===== src/rtl/psum_mac_ctrl_pkg.sv =====
// Shared PE definitions: controller FSM encoding and default datapath geometry,
// also used when sizing the PSpad instance that sits next to the MAC controller.
package psum_mac_ctrl_pkg;

    typedef enum logic [1:0] {
        ST_IDLE  = 2'd0,
        ST_DRAIN = 2'd1,
        ST_DONE  = 2'd2
    } pe_state_t;

    localparam int PE_IN_W = 8;
    localparam int PE_PS_W = 24;
    localparam int PE_ADDR = 5;
    localparam int PE_SIZE = 32;

endpackage


===== src/rtl/psum_add_sat.sv =====
// Partial-sum adder: sign-extends the product, adds it to the base psum in PS_W+1 bits
// and optionally clamps the result to the signed PS_W range. Purely combinational.
module psum_add_sat #(
    parameter int PROD_W = 16,
    parameter int PS_W   = 24,
    parameter int SAT    = 0
) (
    input  logic [PS_W-1:0]   i_base,
    input  logic [PROD_W-1:0] i_prod,
    output logic [PS_W-1:0]   o_sum
);

    localparam logic [PS_W-1:0] MAX_VAL = {1'b0, {(PS_W-1){1'b1}}};
    localparam logic [PS_W-1:0] MIN_VAL = {1'b1, {(PS_W-1){1'b0}}};

    logic [PS_W:0] w_base_ext;
    logic [PS_W:0] w_prod_ext;
    logic [PS_W:0] w_sum;
    logic          w_ovf;

    assign w_base_ext = {i_base[PS_W-1], i_base};
    assign w_prod_ext = {{(PS_W+1-PROD_W){i_prod[PROD_W-1]}}, i_prod};
    assign w_sum      = w_base_ext + w_prod_ext;

    // The extra top bit disagreeing with the PS_W sign bit means the signed range was left.
    assign w_ovf = w_sum[PS_W] ^ w_sum[PS_W-1];

    always_comb begin
        o_sum = w_sum[PS_W-1:0];
        if ((SAT != 0) && w_ovf) begin
            o_sum = w_sum[PS_W] ? MIN_VAL : MAX_VAL;
        end
    end

endmodule


===== src/rtl/psum_mac_ctrl.sv =====
// MAC front end for the PE psum scratchpad: two-stage multiply / read-modify-write,
// followed on request by an in-order drain of all psums over a valid/ready stream.
module psum_mac_ctrl
    import psum_mac_ctrl_pkg::*;
#(
    parameter int IN_W         = PE_IN_W,
    parameter int PS_W         = PE_PS_W,
    parameter int ADDR         = PE_ADDR,
    parameter int SIZE         = PE_SIZE,
    parameter int SAT          = 0,
    parameter int CLR_ON_DRAIN = 1
) (
    input  logic                   clk,
    input  logic                   rst_n,
    input  logic                   in_valid,
    output logic                   in_ready,
    input  logic signed [IN_W-1:0] ifmap,
    input  logic signed [IN_W-1:0] weight,
    input  logic [ADDR-1:0]        ps_idx,
    input  logic                   first,
    input  logic                   drain_req,
    output logic                   drain_valid,
    input  logic                   drain_ready,
    output logic [PS_W-1:0]        drain_data,
    output logic                   drain_done,
    output logic                   busy,
    output logic                   ps_wen,
    output logic                   ps_ren,
    output logic [ADDR-1:0]        ps_addr,
    output logic [PS_W-1:0]        ps_wrdata,
    input  logic [PS_W-1:0]        ps_rdata
);

    localparam int              PROD_W   = 2 * IN_W;
    localparam logic [ADDR-1:0] LAST_PTR = ADDR'(SIZE - 1);

    pe_state_t                 r_state;
    pe_state_t                 w_next_state;
    logic                      r_s1_valid;
    logic signed [PROD_W-1:0]  r_s1_prod;
    logic [ADDR-1:0]           r_s1_idx;
    logic                      r_s1_first;
    logic [ADDR-1:0]           r_ptr;

    logic                      w_accept;
    logic                      w_beat;
    logic signed [PROD_W-1:0]  w_ifmap_ext;
    logic signed [PROD_W-1:0]  w_weight_ext;
    logic signed [PROD_W-1:0]  w_prod;
    logic [PS_W-1:0]           w_base;
    logic [PS_W-1:0]           w_sum;

    // Held low during reset so no operand is taken while the pipeline is clearing.
    assign in_ready = rst_n && (r_state == ST_IDLE) && !drain_req;
    assign w_accept = in_valid && in_ready;
    assign w_beat   = (r_state == ST_DRAIN) && drain_ready;

    assign w_ifmap_ext  = {{IN_W{ifmap[IN_W-1]}}, ifmap};
    assign w_weight_ext = {{IN_W{weight[IN_W-1]}}, weight};
    assign w_prod       = w_ifmap_ext * w_weight_ext;

    always_ff @(posedge clk or negedge rst_n) begin
        if (!rst_n) begin
            r_state <= ST_IDLE;
        end else begin
            r_state <= w_next_state;
        end
    end

    always_ff @(posedge clk or negedge rst_n) begin
        if (!rst_n) begin
            r_s1_valid <= 1'b0;
            r_s1_prod  <= '0;
            r_s1_idx   <= '0;
            r_s1_first <= 1'b0;
        end else begin
            r_s1_valid <= w_accept;
            if (w_accept) begin
                r_s1_prod  <= w_prod;
                r_s1_idx   <= ps_idx;
                r_s1_first <= first;
            end
        end
    end

    // Pointer parks at 0 outside DRAIN so every drain starts from entry 0.
    always_ff @(posedge clk or negedge rst_n) begin
        if (!rst_n) begin
            r_ptr <= '0;
        end else if (r_state != ST_DRAIN) begin
            r_ptr <= '0;
        end else if (drain_ready) begin
            r_ptr <= (r_ptr == LAST_PTR) ? '0 : r_ptr + ADDR'(1);
        end
    end

    always_comb begin
        w_next_state = r_state;
        case (r_state)
            ST_IDLE:  if (drain_req && !r_s1_valid)     w_next_state = ST_DRAIN;
            ST_DRAIN: if (w_beat && r_ptr == LAST_PTR)  w_next_state = ST_DONE;
            ST_DONE:  w_next_state = ST_IDLE;
            default:  w_next_state = ST_IDLE;
        endcase
    end

    assign w_base = r_s1_first ? '0 : ps_rdata;

    psum_add_sat #(
        .PROD_W (PROD_W),
        .PS_W   (PS_W),
        .SAT    (SAT)
    ) u_add (
        .i_base (w_base),
        .i_prod (r_s1_prod),
        .o_sum  (w_sum)
    );

    // Stage 1 and DRAIN never overlap: DRAIN is entered only with stage 1 empty.
    always_comb begin
        ps_ren    = 1'b0;
        ps_wen    = 1'b0;
        ps_addr   = '0;
        ps_wrdata = '0;
        if (r_s1_valid) begin
            ps_ren    = 1'b1;
            ps_wen    = 1'b1;
            ps_addr   = r_s1_idx;
            ps_wrdata = w_sum;
        end else if (r_state == ST_DRAIN) begin
            ps_ren  = 1'b1;
            ps_addr = r_ptr;
            ps_wen  = (CLR_ON_DRAIN != 0) && drain_ready;
        end
    end

    assign drain_valid = (r_state == ST_DRAIN);
    assign drain_data  = drain_valid ? ps_rdata : '0;
    assign drain_done  = (r_state == ST_DONE);
    assign busy        = r_s1_valid || (r_state != ST_IDLE);

endmodule

===== config.mk =====
export PLATFORM = sky130hd
export DESIGN_NAME = psum_mac_ctrl
export DESIGN_NICKNAME = d
export VERILOG_FILES = /design/src/rtl/psum_mac_ctrl_pkg.sv /design/src/rtl/psum_add_sat.sv /design/src/rtl/psum_mac_ctrl.sv
export SDC_FILE = /design/constraint.sdc
export NUM_CORES = 1
export LEC_CHECK = 0
export ABC_CLOCK_PERIOD_IN_PS = 3810
export BUFFER_PORTS_ARGS = -buffer_cell sky130_fd_sc_hd__buf_4
export CAP_MARGIN = 30
export CORE_MARGIN = 4
export CORE_UTILIZATION = 30
export CTS_BUF_LIST = sky130_fd_sc_hd__clkbuf_4 sky130_fd_sc_hd__clkbuf_8 sky130_fd_sc_hd__clkbuf_16
export CTS_CLUSTER_DIAMETER = 200
export DETAILED_ROUTE_END_ITERATION = 8
export PLACE_DENSITY = 0.46
export RECOVER_POWER = 50
export SYNTH_ARGS = -nofsm -noshare
export SYNTH_HDL_FRONTEND = slang
export SYNTH_SLANG_ARGS = --single-unit

===== constraint.sdc =====
create_clock -name clk -period 3.81 [get_ports clk]
set_input_delay 0 -clock clk [delete_from_list [all_inputs] [get_ports clk]]
set_output_delay 0 -clock clk [all_outputs]
set_load 0.005 [all_outputs]

# --- Word level (Yosys, flattened, before mapping) ---
# Cells that the tools add are included.
word_totals:
  ff_bits: 30
  in_bits: 51
classes:
  n_addsub: 2
  n_mul: 1
  n_eq_ne: 6
  muxes: 15
  reduce_logical: 13
ops:
  columns: ["operator", "count"]
  rows:
  - ["two-way mux 24 bit", 3]
  - ["two-way mux 5 bit", 5]
  - ["adder 24 x 16 -> 24 bit", 1]
  - ["multiplier 8 x 8 -> 16 bit", 1]
  - ["logical AND 1 bit", 6]
  - ["inequality test 2 x 1 -> 1 bit, second input constant", 3]
  - ["adder 5 x 1 -> 5 bit, second input constant", 1]
  - ["equality test 5 bit, second input constant", 1]
  - ["two-way mux 1 bit", 4]
  - ["two-way mux 2 bit", 2]
  - ["one-hot mux 2 bit (2 select lines)", 1]
  - ["nonzero test 2 bit", 2]
  - ["equality test 2 x 1 -> 1 bit, second input constant", 1]
  - ["equality test 2 bit, second input constant", 1]
  - ["zero test 1 bit", 2]
  - ["zero test 2 bit", 1]
  - ["AND reduction 2 bit", 1]
  - ["logical OR 1 bit", 1]

# --- Longest topological paths before layout ---
logic_depth:
  depth_word: 5
  mapped_depth: 17

# --- By module ---
# Synthesis repeated with hierarchy kept, for this count alone.
unflattened:
  hier_cells: 683
  hier_area_um2: 5574.1
by_module_without_submodules:
  columns: ["module", "n_inst", "cells_each", "area_per_inst_um2"]
  rows:
  - ["psum_mac_ctrl", 1, 516, 4332.9]
  - ["psum_add_sat", 1, 167, 1241.2]

# --- Worst setup path after synthesis ---
# Ideal clock, no wire load.
synth_timing:
  path_kind: "input to register"
  from: "input port ifmap[7]"
  to: "register r_s1_prod[15]"
  setup_ns: 0.134
  arrival_ns: 3.737
  slack_ns: -0.061
  path_stages: 15
  n_path_buf: 0
  path_cell_list: "and2_1 > fa_1 > inv_1 > fa_1 > inv_1 > fa_1 > inv_1 > fa_1 > inv_1 > ha_1 > a2111oi_0 > a21oi_1 > a31oi_1 > xnor2_1 > o21ai_0"
synth_between:
  elab_chain_cells: 1
synth_lines:
  columns: ["element", "line_no", "source"]
  rows:
  - ["from (decl)", "psum_mac_ctrl.sv:17", "input logic signed [IN_W-1:0] ifmap,"]
  - ["multiplier 8 x 8 -> 16 bit", "psum_mac_ctrl.sv:60", "assign w_prod = w_ifmap_ext * w_weight_ext;"]
  - ["to (signal assigned)", "psum_mac_ctrl.sv:79", "r_s1_prod <= w_prod;"]
  - ["to (decl)", "psum_mac_ctrl.sv:40", "logic signed [PROD_W-1:0] r_s1_prod;"]
# Every way passes these cells.
# A chain may end at the register's enable or synchronous reset.

# --- Worst setup path after layout ---
layout_timing:
  from: "input port weight[7]"
  to: "register r_s1_prod[14]"
layout_between:
  elab_chain_cells: 1
layout_lines:
  columns: ["element", "line_no", "source"]
  rows:
  - ["from (decl)", "psum_mac_ctrl.sv:18", "input logic signed [IN_W-1:0] weight,"]
  - ["multiplier 8 x 8 -> 16 bit", "psum_mac_ctrl.sv:60", null]
# Every way passes these cells.

==> impl_metrics.tcl <==
set metrics [dict create \
    grt_usage 0.137 \
    yosysWarnings 0 \
    slew_headroom 0.414 \
    synth-edff-count 0 \
    clkPwrFrac 0.136 \
    final_nets 939 \
    initial_utilization 0.305 \
    tightest_slew_ns 0.880 \
    place_congestion 0.831 \
    finalWirelength_um 13500 \
    viasPerCell 4.55 \
    rows 48 \
    share_comb_of_total_power 0.729 \
    end_kind "flop" \
    synthFlopType "dfrtp_1" \
    cap_viol_max_count 0 \
    grt-ovfl-total 0 \
    clk_pin_slew_worst_paths_ns 0.06 \
    seqPwrFrac 0.136 \
    cp_max_fo 6 \
    die_h_um 141 \
    synth_area_per_cell_um2 8.31 \
    multiInputGateArea_um2 4220 \
    syn_nets 796 \
    grt_max_degree 33 \
    synth_cell_types 54 \
    p_per_area_nw_per_um2 566 \
    post_cts_buffers 0 \
    core_um2 17300 \
    critical-path-top-cell-by-count "fa_1" \
    synth_largest_area_cell "fa_1" \
    first_pass_iters 4 \
    ys_seq_area_frac 0.142 \
    postRouteAntennaNets 0 \
    regArea_um2 751 \
    switching_share 0.436 \
    yosysMostFrequentCell "nand2_1" \
    synthTopCellsByCount "nand2_1, inv_1, and2_1" \
    post-route-drc-count 0 \
    critPathSlowestCell "fa_1" \
    p_leak_nw 3.45 \
    period_needed_ns 3.63 \
    vdd_ir_drop_max_uv 200 \
    critPathBufInv 4 \
    num-fill-cells 1825 \
    grt_pass1_wl_um 22800 \
    crit_chain "buf_4, clkinvlp_4, nor2_2, fa_1, fa_1, fa_1, inv_1, fa_1, inv_1, ha_2, o21a_1, o31a_1, o211ai_1, a2111oi_2, nand3b_1" \
    switching_power_mw 1.71 \
    antenna_found_initial 0 \
    drive_above_1_share 0.228 \
    fin_skew_ns 0.00992 \
    wl_per_cell_um 13.5 \
    cts_tree "built" \
    root_buffer "clkbuf_16" \
    placed_cell_area_um2 6590 \
    crit_required_ns 4.02 \
    hold_violations 0 \
    htreeDepth 2 \
    ys_top_cells_by_area "fa_1, dfrtp_1, ha_1" \
    async_flop_share 1.00 \
    fmax_mhz 275 \
    arrival_ns 3.84 \
    ios 110 \
    num_vias 4572 \
    power.total_mw 3.94 \
    dp_hpwl_um 11500 \
    outcome "complete, no violations" \
    synthesis.area_um2 5280 \
    grt_pass1_vias 4641 \
    die_area_um2 19800 \
    ys_ff_latch 30 \
    cts_buffers 5 \
    area_delta_synth_final_pct 31.8 \
    clkSinkCount 30 \
    die_w_um 141 \
    netlist.area_leader.share 0.212 \
    internal-power_mw 2.22 \
    cts_buffer_depth 2 \
    slew_viol_final 0 \
    worstHoldPathType "in2reg" \
    critical_path_class "in2reg" \
    clkLatencyLatePin_ns 0.28 \
    rsz0062_at_grt "true" \
    startpoint_type "input pin" \
    portBuffers 109 \
    finalCritPeriodShare 0.954 \
    setup_viol 0 \
    synth_cells 635 \
    dr.first_iter.drc_count 119 \
    antenna_cells 0 \
    critPathMaxStageDelay_ns 0.54 \
    final_area_um2 6950 \
    cp_top_family "adder cells" \
]
==> metrics by stage <==
step	setup slack (ns)	hold slack, ns	util	TNS, ns	std cells
6_report	0.176	0.0283	0.402	0	1004
3_5_place_dp	-0.199	-0.0268	0.381	-0.790	988
2_1_floorplan	0.0125	-0.296	-	0	635
3_3_place_gp	-0.137	-0.0317	0.381	-0.578	988
4_1_cts	0.0784	0.0220	0.397	0	1004
5_1_grt	-0.0515	0.0403	0.402	-0.0889	1004
==> placed cells by master, fill, tap and decap left out, types with 10 or more instances in the layout <==
master / netlist / final
a21oi_1: 20 / 18
and2_1: 68 / 61
buf_4: 0 / 129
clkbuf_4: 0 / 13
dfrtp_1: 30 / 30
fa_1: 56 / 54
ha_1: 54 / 51
inv_1: 86 / 84
nand2_1: 87 / 87
nand2b_1: 10 / 10
nor2_1: 27 / 24
nor2b_1: 29 / 29
o21a_1: 10 / 10
o21ai_0: 29 / 28
xnor2_1: 20 / 20
==> path summary, 6_finish.rpt <==
check / from / end / slack [ns] / cells past startpoint
max: weight[7] / r_s1_prod[14] / 0.18 / 15
min: drain_ready / r_state[1] / 0.03 / 3
max reg2reg: r_state[1] / r_s1_prod[14] / 1.34 / 5
min in group asynchronous: rst_n / r_ptr[3] / 0.20 / 2
max in group asynchronous: rst_n / r_s1_prod[9] / 3.29 / 2
min reg2reg: r_s1_idx[4] / r_s1_idx[4] / 0.47 / 2
==> state kept, by name, indices dropped and copies added, names as in the netlist <==
| signal | count |
|---|---|
| r_ptr | 5 |
| r_s1_first | 1 |
| r_s1_idx | 5 |
| r_s1_prod | 16 |
| r_s1_valid | 1 |
| r_state | 2 |
==> cells by family (layout without fill, tap and decap cells) <==
family	after synthesis	count (layout)	share of synthesized area
adder cells (fa/ha/maj)	110	110	0.341
AO/OA/AOI/OAI	108	108	0.139
AND/OR/NAND/NOR	249	249	0.243
buffers and inverters	102	246	0.0726
flip-flops	30	30	0.142
XOR/XNOR	27	27	0.0448
multiplexers	9	9	0.0173
==> area by class of cell <==
type | instances | share of cell area
Multi-Input combinational cell | 503 | 0.608
Timing Repair Buffer | 151 | 0.168
Sequential cell | 30 | 0.108
Inverter | 87 | 0.0475
Tap cell | 225 | 0.0405
Clock buffer | 6 | 0.0200
Clock inverter | 2 | 0.00864
==> worst reg2reg max path, delay by kind of cell, from the launching register on <==
kind	cells	cell delay [ns]
AND/OR/NAND/NOR	3	1.21
buffers and inverters	1	0.63
flip-flops	1	0.39
AO/OA/AOI/OAI	1	0.17
==> timing repair <==
item	4_1_cts	5_1_grt
endpoints found under the setup margin	0	5
resized for setup	0	18
hold endpoints to repair	37	0
hold buffers	8	0
==> power groups by stage <==
stage / logic (mW) / registers (mW) / clock network [mW]
floorplan: 2.03 / 0.507 / 0
global placement: 2.74 / 0.542 / 0
detailed placement: 2.78 / 0.541 / 0
CTS: 2.80 / 0.537 / 0.549
global route: 3.29 / 0.557 / 0.565
finish: 2.87 / 0.534 / 0.534
==> routing by layer <==
metal / wire, um / part of all wire / GRT usage / vias to the layer above
li1: - / - / - / 2340
met1: 6400 / 0.47 / 0.187 / 2125
met2: 6400 / 0.47 / 0.236 / 99
met3: 614 / 0.045 / 0.0180 / 8
met4: 106 / 0.0078 / 0.0245 / 0
met5: 0 / 0 / 0 / -
No activity file was read; power rests on OpenSTA's default activity.
